**config.mk**
```make
export PLATFORM = sky130hd
export DESIGN_NAME = button_led_sequencer
export DESIGN_NICKNAME = d
export VERILOG_FILES = /design/src/rtl/button_led_pkg.sv /design/src/rtl/button_debounce.sv /design/src/rtl/button_led_sequencer.sv
export SDC_FILE = /design/constraint.sdc
export NUM_CORES = 1
export LEC_CHECK = 0
export BUFFER_PORTS_ARGS = -buffer_cell sky130_fd_sc_hd__buf_4
export CORE_AREA = 2 2 108 84
export DETAILED_ROUTE_END_ITERATION = 8
export DIE_AREA = 0 0 110 86
export GPL_ROUTABILITY_DRIVEN = 0
export GPL_TIMING_DRIVEN = 0
export HOLD_SLACK_MARGIN = 0.03
export PLACE_DENSITY_LB_ADDON = 0.2
export SYNTH_ARGS = -nofsm -noshare
export SYNTH_HDL_FRONTEND = slang
export SYNTH_SLANG_ARGS = --single-unit
```
**constraint.sdc**
```tcl
create_clock -name clk -period 1.95 [get_ports clk]
set_input_delay 0.2925 -clock clk [delete_from_list [all_inputs] [get_ports clk]]
set_output_delay 0.2925 -clock clk [all_outputs]
set_load 0.005 [all_outputs]
```
**src/rtl/button_led_pkg.sv**
```systemverilog
// Shared encodings for the two-button / two-LED front end.
package button_led_pkg;

  // LED mode, advanced by one step on every debounced press.
  typedef enum logic [1:0] {
    MODE_OFF        = 2'd0,
    MODE_ON         = 2'd1,
    MODE_BLINK_SLOW = 2'd2,
    MODE_BLINK_FAST = 2'd3
  } mode_e;

  // Board-level polarities: LEDs and buttons are both active-low.
  localparam logic LED_ON      = 1'b0;
  localparam logic LED_OFF     = 1'b1;
  localparam logic BTN_PRESSED = 1'b0;

  // Blink phase value for the lit half-period.
  localparam logic PHASE_LIT = 1'b1;

  // Mode sequence OFF -> ON -> BLINK_SLOW -> BLINK_FAST -> OFF.
  function automatic mode_e next_mode(input mode_e m);
    case (m)
      MODE_OFF:        return MODE_ON;
      MODE_ON:         return MODE_BLINK_SLOW;
      MODE_BLINK_SLOW: return MODE_BLINK_FAST;
      default:         return MODE_OFF;
    endcase
  endfunction

endpackage

```
**src/rtl/button_debounce.sv**
```systemverilog
// One button channel: two-flop synchroniser, saturating-free debounce
// counter, debounced level and a single-cycle press pulse on 1->0 flips.
module button_debounce
  import button_led_pkg::*;
#(
  parameter int DEBOUNCE_CYCLES = 270000
) (
  input  logic clk,
  input  logic rst,
  input  logic raw,
  output logic press
);

  localparam int CW = (DEBOUNCE_CYCLES > 2) ? $clog2(DEBOUNCE_CYCLES) : 1;
  localparam logic [CW-1:0] CNT_LAST = CW'(DEBOUNCE_CYCLES - 1);

  logic [1:0]    sync_q;
  logic          sync_out;
  logic          level_q;
  logic [CW-1:0] cnt_q;
  logic          mismatch;
  logic          flip;

  // Two-flop synchroniser for the asynchronous raw button level.
  always_ff @(posedge clk) begin
    // NOTE: registers use non-blocking assignments so every flop samples
    // the pre-edge value of its neighbours, like real hardware.
    if (rst) sync_q <= 2'b11;
    else     sync_q <= {sync_q[0], raw};
  end

  assign sync_out = sync_q[1];
  assign mismatch = (sync_out != level_q);
  assign flip     = mismatch && (cnt_q == CNT_LAST);

  // Accept a new level only after DEBOUNCE_CYCLES consecutive disagreeing
  // samples; any agreeing sample restarts the count.
  always_ff @(posedge clk) begin
    if (rst) begin
      level_q <= ~BTN_PRESSED;
      cnt_q   <= '0;
      press   <= 1'b0;
    end else begin
      press <= flip && (sync_out == BTN_PRESSED);
      if (flip) begin
        level_q <= sync_out;
        cnt_q   <= '0;
      end else if (mismatch) begin
        cnt_q <= cnt_q + CW'(1);
      end else begin
        cnt_q <= '0;
      end
    end
  end

endmodule

```
**src/rtl/button_led_sequencer.sv**
```systemverilog
// Two independent button -> LED-mode channels. Each debounced press steps
// the channel's mode; a blink engine and an LED register drive the LED.
module button_led_sequencer
  import button_led_pkg::*;
#(
  parameter int DEBOUNCE_CYCLES = 270000,
  parameter int SLOW_HALF       = 13500000,
  parameter int FAST_HALF       = 3375000
) (
  input  logic       clk,
  input  logic       rst,
  input  logic       switch1,
  input  logic       switch2,
  output logic       led1,
  output logic       led2,
  output logic       press1,
  output logic       press2,
  output logic [1:0] mode1,
  output logic [1:0] mode2
);

  localparam int HALF_MAX = (SLOW_HALF > FAST_HALF) ? SLOW_HALF : FAST_HALF;
  localparam int BW       = $clog2(HALF_MAX);
  localparam logic [BW-1:0] SLOW_LAST = BW'(SLOW_HALF - 1);
  localparam logic [BW-1:0] FAST_LAST = BW'(FAST_HALF - 1);

  logic [1:0]      raw_w;
  logic [1:0]      press_w;
  logic [1:0]      led_w;
  logic [1:0][1:0] mode_w;

  assign raw_w = {switch2, switch1};

  for (genvar ch = 0; ch < 2; ch++) begin : g_ch
    mode_e         mode_q;
    mode_e         mode_d;
    logic [BW-1:0] blink_cnt_q;
    logic          phase_q;
    logic          half_end;
    logic          led_q;

    button_debounce #(
      .DEBOUNCE_CYCLES(DEBOUNCE_CYCLES)
    ) u_debounce (
      .clk  (clk),
      .rst  (rst),
      .raw  (raw_w[ch]),
      .press(press_w[ch])
    );

    // Next mode: step once per press, otherwise hold.
    always_comb begin
      // NOTE: default first so every path assigns mode_d and no latch forms.
      mode_d = mode_q;
      if (press_w[ch]) mode_d = next_mode(mode_q);
    end

    // Mode state register.
    always_ff @(posedge clk) begin
      if (rst) mode_q <= MODE_OFF;
      else     mode_q <= mode_d;
    end

    assign half_end = ((mode_q == MODE_BLINK_SLOW) && (blink_cnt_q == SLOW_LAST)) ||
                      ((mode_q == MODE_BLINK_FAST) && (blink_cnt_q == FAST_LAST));

    // Blink engine: restart lit on a mode change, toggle phase each half-period.
    always_ff @(posedge clk) begin
      if (rst || press_w[ch]) begin
        blink_cnt_q <= '0;
        phase_q     <= PHASE_LIT;
      end else if (mode_q == MODE_BLINK_SLOW || mode_q == MODE_BLINK_FAST) begin
        if (half_end) begin
          blink_cnt_q <= '0;
          phase_q     <= ~phase_q;
        end else begin
          blink_cnt_q <= blink_cnt_q + BW'(1);
        end
      end else begin
        blink_cnt_q <= '0;
      end
    end

    // LED register: follows mode and phase one cycle later.
    always_ff @(posedge clk) begin
      if (rst) begin
        led_q <= LED_OFF;
      end else begin
        case (mode_q)
          MODE_OFF: led_q <= LED_OFF;
          MODE_ON:  led_q <= LED_ON;
          default:  led_q <= (phase_q == PHASE_LIT) ? LED_ON : LED_OFF;
        endcase
      end
    end

    assign mode_w[ch] = mode_q;
    assign led_w[ch]  = led_q;
  end

  assign led1   = led_w[0];
  assign led2   = led_w[1];
  assign press1 = press_w[0];
  assign press2 = press_w[1];
  assign mode1  = mode_w[0];
  assign mode2  = mode_w[1];

endmodule

```
==> results.ini, run 1 <==
[run_status]
status = finished, final reports clean

[timing]
fin_crit_ns = 1.899
fin_skew_ns = 0.006247
finalWorstSetupSlack_ns = 0.05138
hold_viol = 0
hold_ws_ns = 0.09949
slew-limit-headroom_pct = 56.26
tightest_slew_ns = 0.6510
setup_violations = 0
slew_viol_final = 0
period_share_pct = 97.37
fmax_mhz = 526.7

[die]
start_util_pct = 53.64
die_x_um = 110
die_h_um = 86
coreArea_mm2 = 0.008309
fp.dieArea_mm2 = 0.009460
num_rows = 29
io_pins = 12

[setup_path]
rr_startpoint = g_ch[1].blink_cnt_q[3]$_SDFF_PP0_
arrival_ns = 2.17
cp.required_ns = 2.22
reg2regPathDepth = 6
ff2ff_setup_slack_ns = 0.05
crit_fanout = 6
end_kind = flip-flop
crit_type = reg -> reg
r2r_end = g_ch[1].blink_cnt_q[2]$_SDFF_PP0_
cp-start-kind = flip-flop

[power_and_ir_drop]
swShare_pct = 20.90
p_leak_uw = 0.001677
ir_drop_v = 0.0005669
power_switching_uw = 730.9
power_density_mw_per_mm2 = 686.4
pwr-share-comb_pct = 0.8
pwr-share-clk_pct = 39.5
pwr-share-seq_pct = 59.7
p_total_uw = 3496
p_int_uw = 2765

[worst_hold_path]
hold_depth = 2
worstHoldStart = switch2
holdPathEnd = g_ch[1].u_debounce.sync_q[0]$_SDFF_PP1_
holdCritPathClass = in -> reg

[clock_tree]
clock-root-buffer = clkbuf_8
cts_tree = done
clkSinkCount = 102
clkLatencyLatePin_ns = 0.37
numCtsBuffers = 9
cts_buffer_depth = 2
path_clk_slew_ns = 0.09
holdBufCountCts = 0
cts_max_level = 3

[grt]
antenna_found_initial = 0
grt_max_degree = 17
grt-ovfl-total = 0
first_global_vias = 3099
grt_usage_pct = 19.02
grt_pass1_wl_um = 14170

[detailed_routing]
vias = 3422
firstDrtPassIters = 4
wire_per_inst_um = 13.24
drt_iter0_markers = 147
drc = 0
viasPerCell = 5.314
postRouteAntennaNets = 0
routed_wl_um = 8526

[layout]
diodes = 0
area_growth_pct = 14.29
drive_gt1_share_pct = 13.25
num-nets-final = 545

[yosys]
synth_nets = 514
synth-seq-area-share_pct = 45.82
synth-main-ff-cell = dfxtp_1
synthCells = 500
yosys_warnings = 0
yosysTopAreaCellShare_pct = 45.82
synth_seq_cells = 102
synth_area_per_cell_um2 = 8.914
async_reset_ff_share_pct = 0
ys_top_cells_by_area = dfxtp_1 (46%), nor2_1 (9.8%), xor2_1 (9.4%), xnor2_1 (6.5%), nand4_1 (4.1%)
yosysTopAreaCell = dfxtp_1
yosysUniqueCellTypes = 39
syn_area_mm2 = 0.004457
synth_edf_count = 0

[placement]
io_buffers = 10
place_hpwl_um = 5892
pre_cts_ws_ns = -0.06045

[job]
maxCapViolCount = 0

Yosys cell counts, types with 2 or more instances:
master,count
buf_4,3
and4_1,7
nor3b_1,2
nor4_1,12
buf_2,2
or2_2,8
mux2i_1,4
nor2_1,116
nor4_2,2
xor2_1,48
or4_1,2
nand2b_1,3
or4bb_1,2
dfxtp_1,102
buf_6,2
nor3_1,11
ha_1,10
nand3_1,31
nand4_1,29
a211oi_1,2
nand4b_1,4
inv_1,11
and3_1,11
clkbuf_1,4
xnor2_1,33
nand2_1,25
nand3b_1,2
cell families (layout without fill, tap and decap cells):
family	after synthesis	in the layout	share of synthesized area, %
AOI/OAI and AO/OA	9	9	1.572
xor gates and xnor gates	81	81	15.92
adders and majority gates	10	10	2.807
buffers and inverters	23	59	2.611
DFF	102	102	45.82
muxes	4	4	0.8984
and+or+nand+nor	271	271	30.38
power groups by stage:
stage          Sequential, µW  Clock [µW]  Combinational, µW
2_1_floorplan            2140           0               19.0
4_1_cts                  2090        1430               27.5
3_5_place_dp             2140           0               27.4
5_1_grt                  2090        1500               32.0
6_report                 2090        1380               28.0
3_3_place_gp             2140           0               26.9
area by class of cell:
cell class	instances	area, µm²
inverter	11	41.29
multi-input combinational	375	2425
tap	108	135.1
sequential	102	2046
clock buffer	12	155.1
buffer	12	80.08
timing repair buffer	20	157.7
clock inverter	4	53.80
fill	731	3216
layout by cell type, fill, tap and decap left out, types with 2 or more instances in the layout:
cell type     n
or2_2         8
clkbuf_8     11
a211oi_1      2
nand3_1      29
clkbuf_4      2
nor4_1        6
buf_6         4
nor4_2        5
nor4_4        3
and4_1        7
clkbuf_1      5
nand2b_1      3
xnor2_1      33
nand4b_1      4
nand3b_1      2
mux2i_1       4
or4_1         2
nor3_1        9
dfxtp_2       3
dfxtp_1      99
nand2_1      25
nor2_1      116
nand4_1      29
ha_1          8
xor2_1       48
and3_1       11
buf_4        21
nand3_2       2
nor3b_1       2
or4bb_1       2
clkinvlp_4    2
inv_1        11
layer usage:
metal,global-route usage (%),vias up,share of wire [%]
li1,-,1760,-
met1,25.67,1599,50
met2,28.83,51,45
met3,6.307,12,3.8
met4,5.754,0,1.3
met5,0,-,0
worst max path at each step:
stage	startpoint	to	slack [ns]	cells after the start
floorplan	g_ch[1].blink_cnt_q[0]$_SDFF_PP0_	g_ch[1].blink_cnt_q[6]$_SDFF_PP0_	0.18	7
global placement	g_ch[1].blink_cnt_q[0]$_SDFF_PP0_	g_ch[1].blink_cnt_q[11]$_SDFF_PP0_	0.02	7
detailed placement	g_ch[0].u_debounce.cnt_q[6]$_SDFF_PP0_	g_ch[0].u_debounce.cnt_q[3]$_SDFF_PP0_	-0.06	7
CTS	g_ch[1].blink_cnt_q[21]$_SDFF_PP0_	g_ch[1].blink_cnt_q[16]$_SDFF_PP0_	0.008	6
global route	g_ch[1].blink_cnt_q[3]$_SDFF_PP0_	g_ch[1].blink_cnt_q[21]$_SDFF_PP0_	-0.008	6
finish	g_ch[1].blink_cnt_q[3]$_SDFF_PP0_	g_ch[1].blink_cnt_q[2]$_SDFF_PP0_	0.05	6
flip-flops by register name, summed over array words and instances, names as in the netlist, 2 cells and up:
signal and flops:
g_ch.u_debounce.press 2, mode1 2, mode2 2, g_ch.u_debounce.sync_q 4, g_ch.phase_q 2, g_ch.u_debounce.cnt_q 38
g_ch.u_debounce.level_q 2, g_ch.blink_cnt_q 48
critical path, stage by stage (launching register included):
cell,delay [ns]
dfxtp_1,0.37
or4_1,0.59
nor4_2,0.30
a32oi_2,0.14
o211ai_4,0.18
buf_4,0.19
nor2_1,0.04
per-stage QoR:
stage / area (µm²) / utilization, % / instances / TNS [ns]
global placement: 4667 / 56.17 / 618 / 0
floorplan: 4457 / - / 500 / 0
detailed placement: 4667 / 56.17 / 618 / -0.9766
global route: 5094 / 61.30 / 644 / -0.02386
CTS: 4916 / 59.16 / 636 / 0
finish: 5094 / 61.30 / 644 / 0
timing repair:
item                       CTS  global route
pin swaps                    1             9
setup endpoints to repair   31            67
resized for setup            6            23
cloned                       0             2
buffers inserted             2             6
Power figures use the tool's default switching activity.
==> inputs of run 2 (changes only) <==
--- a/config.mk
+++ b/config.mk
@@ -7,3 +7,3 @@
 export LEC_CHECK = 0
-export BUFFER_PORTS_ARGS = -buffer_cell sky130_fd_sc_hd__buf_4
+export BUFFER_PORTS_ARGS = -buffer_cell sky130_fd_sc_hd__clkbuf_2
 export CORE_AREA = 2 2 108 84
==> constraint.sdc (replaced) <==
create_clock -name clk -period 1.7 [get_ports clk]
set_input_delay 0.255 -clock clk [delete_from_list [all_inputs] [get_ports clk]]
set_output_delay 0.255 -clock clk [all_outputs]
set_load 0.1 [all_outputs]
==> results.ini, run 2 (synthesis gave the netlist of run 1 again) <==
[run_status]
status = complete, but fails checks
violations = setup timing

[layout]
diodes = 0  ; unchanged
layout_common_cells = nor2_1 (79), dfxtp_1 (76), xor2_1 (45)
area_growth_pct = 28.38
layout_commonest_cell = nor2_1
fin_util_pct = 68.86  ; +7.6 points
drive_gt1_share_pct = 31.55  ; +18 points
reg.largest.list = g_ch.blink_cnt_q (48), g_ch.u_debounce.cnt_q (38), g_ch.u_debounce.sync_q (4)
largest_reg_flops = 48  ; unchanged
largest-register = g_ch.blink_cnt_q
num-nets-final = 570  ; +4.6%

[clock_tree]
clock-root-buffer = clkbuf_8
clkLatencyLatePin_ns = 0.38  ; about the same
path_clk_slew_ns = 0.10  ; about the same
clkSinkCount = 102  ; unchanged
numCtsBuffers = 9  ; unchanged
cts_max_level = 3  ; unchanged
cts_tree = done
cts_buffer_depth = 2  ; unchanged

[placement]
pre_cts_ws_ns = -0.3253  ; -0.2649 ns
io_buffers = 10  ; unchanged
place_hpwl_um = 5772  ; -2.0%

[detailed_routing]
drt_iter0_markers = 99  ; -33%
postRouteAntennaNets = 0  ; unchanged
vias = 3655  ; +6.8%
routed_wl_um = 9617  ; +13%
drc = 0  ; unchanged
viasPerCell = 5.463  ; +2.8%
wire_per_inst_um = 14.38  ; +8.6%
firstDrtPassIters = 6  ; +2

[timing]
fin_skew_ns = 0.007696  ; +0.001449 ns
rsz0062_at_grt = true
period_share_pct = 107.0  ; +9.6 points
slew_viol_final = 0  ; unchanged
fmax_mhz = 549.8  ; +4.4%
tightest_slew_ns = 0.5582  ; -0.09288 ns
slew-limit-headroom_pct = 62.95  ; +6.7 points
hold_viol = 0  ; unchanged
hold_ws_ns = 0.05282  ; -0.04666 ns
tns_ns = -2.567  ; -2.567 ns
fin_crit_ns = 1.819  ; -0.07963 ns
setup_violations = 37  ; +37
finalWorstSetupSlack_ns = -0.1190  ; -0.1704 ns

[grt]
grt_usage_pct = 20.23  ; +1.2 points
first_global_vias = 3360  ; +8.4%
grt_max_degree = 18  ; +1
grt-ovfl-total = 0  ; unchanged
grt_pass1_wl_um = 15110  ; +6.6%
antenna_found_initial = 0  ; unchanged

[job]
maxCapViolCount = 0  ; unchanged

[power_and_ir_drop]
p_total_uw = 4111  ; +18%
power_density_mw_per_mm2 = 718.4  ; +4.7%
p_leak_uw = 0.001915  ; +14%
ir_drop_v = 0.0006163  ; +8.7%

[die]
io_pins = 12  ; unchanged
start_util_pct = 53.64  ; unchanged
die_x_um = 110  ; unchanged
num_rows = 29  ; unchanged
fp.dieArea_mm2 = 0.009460  ; unchanged
coreArea_mm2 = 0.008309  ; unchanged
die_h_um = 86  ; unchanged

[setup_path]
cp.required_ns = 1.97  ; -0.25 ns
crit_fanout = 6  ; unchanged
crit_type = reg -> reg
end_kind = flip-flop
cp-start-kind = flip-flop
reg2regPathDepth = 8  ; +2
arrival_ns = 2.09  ; -0.08 ns

[worst_hold_path]
holdCritPathClass = in -> reg
hold_depth = 2  ; unchanged

==> run 2: changes by cell type in the layout (fill, tap and decap cells not counted), moves of 7 or more <==
cell / delta
buf_4: +7
nor2_1: -37
clkbuf_2: +9
dfxtp_2: +14
dfxtp_1: -23
nor2_2: +25
nor2_4: +12
buf_6: +10
dfxtp_4: +9
==> run 2: worst max-delay path: stages, from the launching register on <==
cell      delay (ns)
dfxtp_4         0.38
inv_4           0.06
ha_4            0.14
nand4b_1        0.17
nor4_4          0.33
a32oi_2         0.19
o211ai_4        0.19
buf_6           0.18
nor2_1          0.05
==> run 2: repair_timing <==
action | in CTS | in global routing
gates resized for setup | 40 | 113
setup endpoints to repair | 84 | 86
hold buffers | 0 | 0
gates cloned | 2 | 3
hold endpoints to repair | 0 | 0
setup buffers | 16 | 15
pin swaps | 17 | 50
==> run 2: final timing paths <==
check / slack [ns] / to / start
setup / recovery: -0.12 / g_ch[1].blink_cnt_q[23]$_SDFF_PP0_ / mode2[0]$_SDFFE_PP0P_
hold / removal: 0.05 / g_ch[0].u_debounce.sync_q[0]$_SDFF_PP1_ / switch1
setup reg to reg: -0.12 / g_ch[1].blink_cnt_q[23]$_SDFF_PP0_ / mode2[0]$_SDFFE_PP0P_
hold reg to reg: 0.42 / g_ch[1].u_debounce.sync_q[1]$_SDFF_PP1_ / g_ch[1].u_debounce.sync_q[0]$_SDFF_PP1_
==> run 2: stage by stage <==
step                instances  instance area [µm²]
finish                    669                 5722
global route              669                 5722
CTS                       652                 5207
detailed placement        618                 4671
global placement          618                 4671
floorplan                 500                 4486
==> run 2: where the power goes <==
part | switching [µW] | internal (µW)
clock | 851 | 837
combinational | 23.5 | 16.6
sequential | 3.45 | 2380
==> run 2: cell type report <==
class	instances	area, µm²
multi-input combinational	375	2761
fill	611	2587
sequential	102	2097
timing repair buffer	46	359.1
tap	108	135.1
clock buffer	9	123.9
buffer	11	105.1
clock inverter	7	96.34
inverter	11	43.79
==> run 2: routing by layer <==
metal  vias up  wire length [µm]  track usage (%)
li1       1813                 -                -
met1      1756              4350            25.84
met2        71              4697            32.96
met3        15               411            6.383
met4         0               158            5.524
met5         -                 0                0
==> inputs of run 3 (changes only) <==
Settings changed: CORE_AREA 2 2 108 84 to 10 10 116 92, DIE_AREA 0 0 110 86 to 0 0 126 102.
==> results.ini, run 3 (synthesis gave the netlist of run 1 again) <==
[grt]
grt_pass1_wl_um = 15880  ; +5.1%
antenna_found_initial = 0  ; unchanged
grt_usage_pct = 14.69  ; -5.5 points
grt_max_degree = 18  ; unchanged
first_global_vias = 3403  ; +1.3%
grt-ovfl-total = 0  ; unchanged

[worst_hold_path]
holdPathEnd = g_ch[1].u_debounce.sync_q[0]$_SDFF_PP1_
holdCritPathClass = in -> reg
worstHoldStart = switch2
hold_depth = 2  ; unchanged

[detailed_routing]
dr_wl_met2_um = 4856  ; +3.4%
routed_wl_um = 10150  ; +5.5%
dr.max_layer_used = met4
drt_iter0_markers = 193  ; +95%
drt-met1-wl_um = 4619  ; +6.2%
wl_met3_um = 488  ; +19%
wire_per_inst_um = 15.10  ; +5.0%
drc = 0  ; unchanged
firstDrtPassIters = 4  ; -2
postRouteAntennaNets = 0  ; unchanged
viasPerCell = 5.470  ; +0.13%
vias = 3676  ; +0.57%

[die]
start_util_pct = 53.40  ; -0.23 points
io_pins = 12  ; unchanged
die_h_um = 102  ; +19%
num_rows = 29  ; unchanged
coreArea_mm2 = 0.008346  ; +0.44%
die_x_um = 126  ; +15%
fp.dieArea_mm2 = 0.01285  ; +36%

[placement]
dp_cells = 618  ; unchanged
place_hpwl_um = 5786  ; +0.24%
io_buffers = 10  ; unchanged
place_area_mm2 = 0.004671  ; unchanged

[layout]
largest-register = g_ch.blink_cnt_q
layout_commonest_cell = nor2_1
area_growth_pct = 29.79
fin_area_mm2 = 0.005784  ; +1.1%
final_cells = 672  ; +0.45%
diodes = 0  ; unchanged
largest_reg_flops = 48  ; unchanged
reg.largest.list = g_ch.blink_cnt_q (48), g_ch.u_debounce.cnt_q (38), g_ch.u_debounce.sync_q (4)
num-nets-final = 573  ; +0.53%
n_fill_cell = 616  ; +0.82%
drive_gt1_share_pct = 32.62  ; +1.1 points
layout_common_cells = nor2_1 (85), dfxtp_1 (64), xor2_1 (48)

[timing]
hold_ws_ns = 0.09612  ; +0.04330 ns
finalWorstSetupSlack_ns = -0.09773  ; +0.02126 ns
setup_violations = 44  ; +19%
slew_viol_final = 0  ; unchanged
hold_viol = 0  ; unchanged
fin_crit_ns = 1.798  ; -0.02126 ns
slew-limit-headroom_pct = 62.60  ; -0.35 points
period_share_pct = 105.7  ; -1.3 points
rsz0062_at_grt = true
tightest_slew_ns = 0.5634  ; +0.005208 ns
fmax_mhz = 556.3  ; +1.2%
fin_skew_ns = 0.005408  ; -0.002288 ns

[clock_tree]
clkLatencyLatePin_ns = 0.34  ; -0.04 ns
clkSinkCount = 102  ; unchanged
holdBufCountCts = 0  ; unchanged
path_clk_slew_ns = 0.07  ; -0.03 ns
cts_tree = done
clock-root-buffer = clkbuf_16
numCtsBuffers = 9  ; unchanged
cts_max_level = 3  ; unchanged
cts_buffer_depth = 2  ; unchanged

[setup_path]
crit_fanout = 8  ; +2
arrival_ns = 2.03  ; -0.06 ns
rr_startpoint = g_ch[1].u_debounce.cnt_q[13]$_SDFF_PP0_
reg2regPathDepth = 6  ; -2
r2r_end = g_ch[1].u_debounce.cnt_q[7]$_SDFF_PP0_
crit_type = reg -> reg
cp-start-kind = flip-flop
end_kind = flip-flop
ff2ff_setup_slack_ns = -0.1  ; +0.02 ns
cp.required_ns = 1.94  ; -0.03 ns

[power_and_ir_drop]
p_total_uw = 4520  ; +10%
power_density_mw_per_mm2 = 781.5  ; +8.8%
p_leak_uw = 0.001993  ; +4.0%
ir_drop_v = 0.0006535  ; +6.0%

[job]
maxCapViolCount = 0  ; unchanged

[run_status]
status = complete, but fails checks
violations = setup timing

-- run 3: cell types whose count changed in the layout (fill, tap and decap cells not counted), moves of 6 or more --
| cell | delta |
|---|---|
| clkbuf_16 | +10 |
| dfxtp_2 | +11 |
| clkbuf_8 | -8 |
| dfxtp_1 | -12 |
| nor2_4 | -10 |
| nor2_1 | +6 |
-- run 3: report_power, final --
group	switching (µW)	leakage (µW)	internal, µW
sequential	4.05	0.000845	2380
clock	902	0.000147	1190
combinational	26.4	0.00100	21.1
total	932	0.00199	3590
-- run 3: routing by layer --
metal,up-vias,global-route usage (%)
met1,1742,18.11
li1,1826,-
met5,-,0
met4,0,4.803
met2,93,24.77
met3,15,3.725
-- run 3: how the worst max path moves through the flow --
stage | to | startpoint | slack, ns | cells past startpoint
5_1_grt | g_ch[1].blink_cnt_q[14]$_SDFF_PP0_ | g_ch[1].blink_cnt_q[0]$_SDFF_PP0_ | -0.18 | 7
3_3_place_gp | g_ch[1].blink_cnt_q[20]$_SDFF_PP0_ | g_ch[1].blink_cnt_q[0]$_SDFF_PP0_ | -0.26 | 6
6_report | g_ch[1].u_debounce.cnt_q[7]$_SDFF_PP0_ | g_ch[1].u_debounce.cnt_q[13]$_SDFF_PP0_ | -0.1 | 6
4_1_cts | g_ch[1].blink_cnt_q[9]$_SDFF_PP0_ | g_ch[1].blink_cnt_q[20]$_SDFF_PP0_ | -0.12 | 6
2_1_floorplan | g_ch[1].blink_cnt_q[6]$_SDFF_PP0_ | mode2[1]$_SDFFE_PP0P_ | -0.17 | 7
3_5_place_dp | g_ch[1].blink_cnt_q[18]$_SDFF_PP0_ | g_ch[1].blink_cnt_q[0]$_SDFF_PP0_ | -0.28 | 6
-- run 3: repair_timing --
action,in CTS,in global routing
resized for setup,57,90
endpoints found under the setup margin,84,80
pin swaps,35,25
buffers inserted,16,17
cloned,3,3
-- run 3: cell type report --
class                   instances  area [µm²]  share of cell area [%]
flip-flops and latches        102        2115                   36.56
multi-input cells             375        2691                   46.53
clock inverters                 6       67.56                   1.168
plain buffers                  11       108.9                   1.882
repair buffers                 49       386.6                   6.684
well taps                     108       135.1                   2.336
clock buffers                  10       239.0                   4.132
inverters                      11       41.29                  0.7138
-- run 3: critical path, stage by stage (launching register included) --
cell,delay (ns)
dfxtp_2,0.32
or4_4,0.55
nor3_4,0.18
nand4_1,0.22
nand2_2,0.20
buf_8,0.17
nor2_2,0.04
-- run 3: stage by stage --
stage                     TNS (ns)  setup slack (ns)  utilization [%]
after floorplan             -3.556           -0.1685                -
after global placement      -10.35           -0.2634            55.97
after detailed placement    -12.43           -0.2835            55.97
after CTS                   -3.164           -0.1175            64.09
after global routing        -9.718           -0.1809            69.31
final                       -3.496          -0.09773            69.31
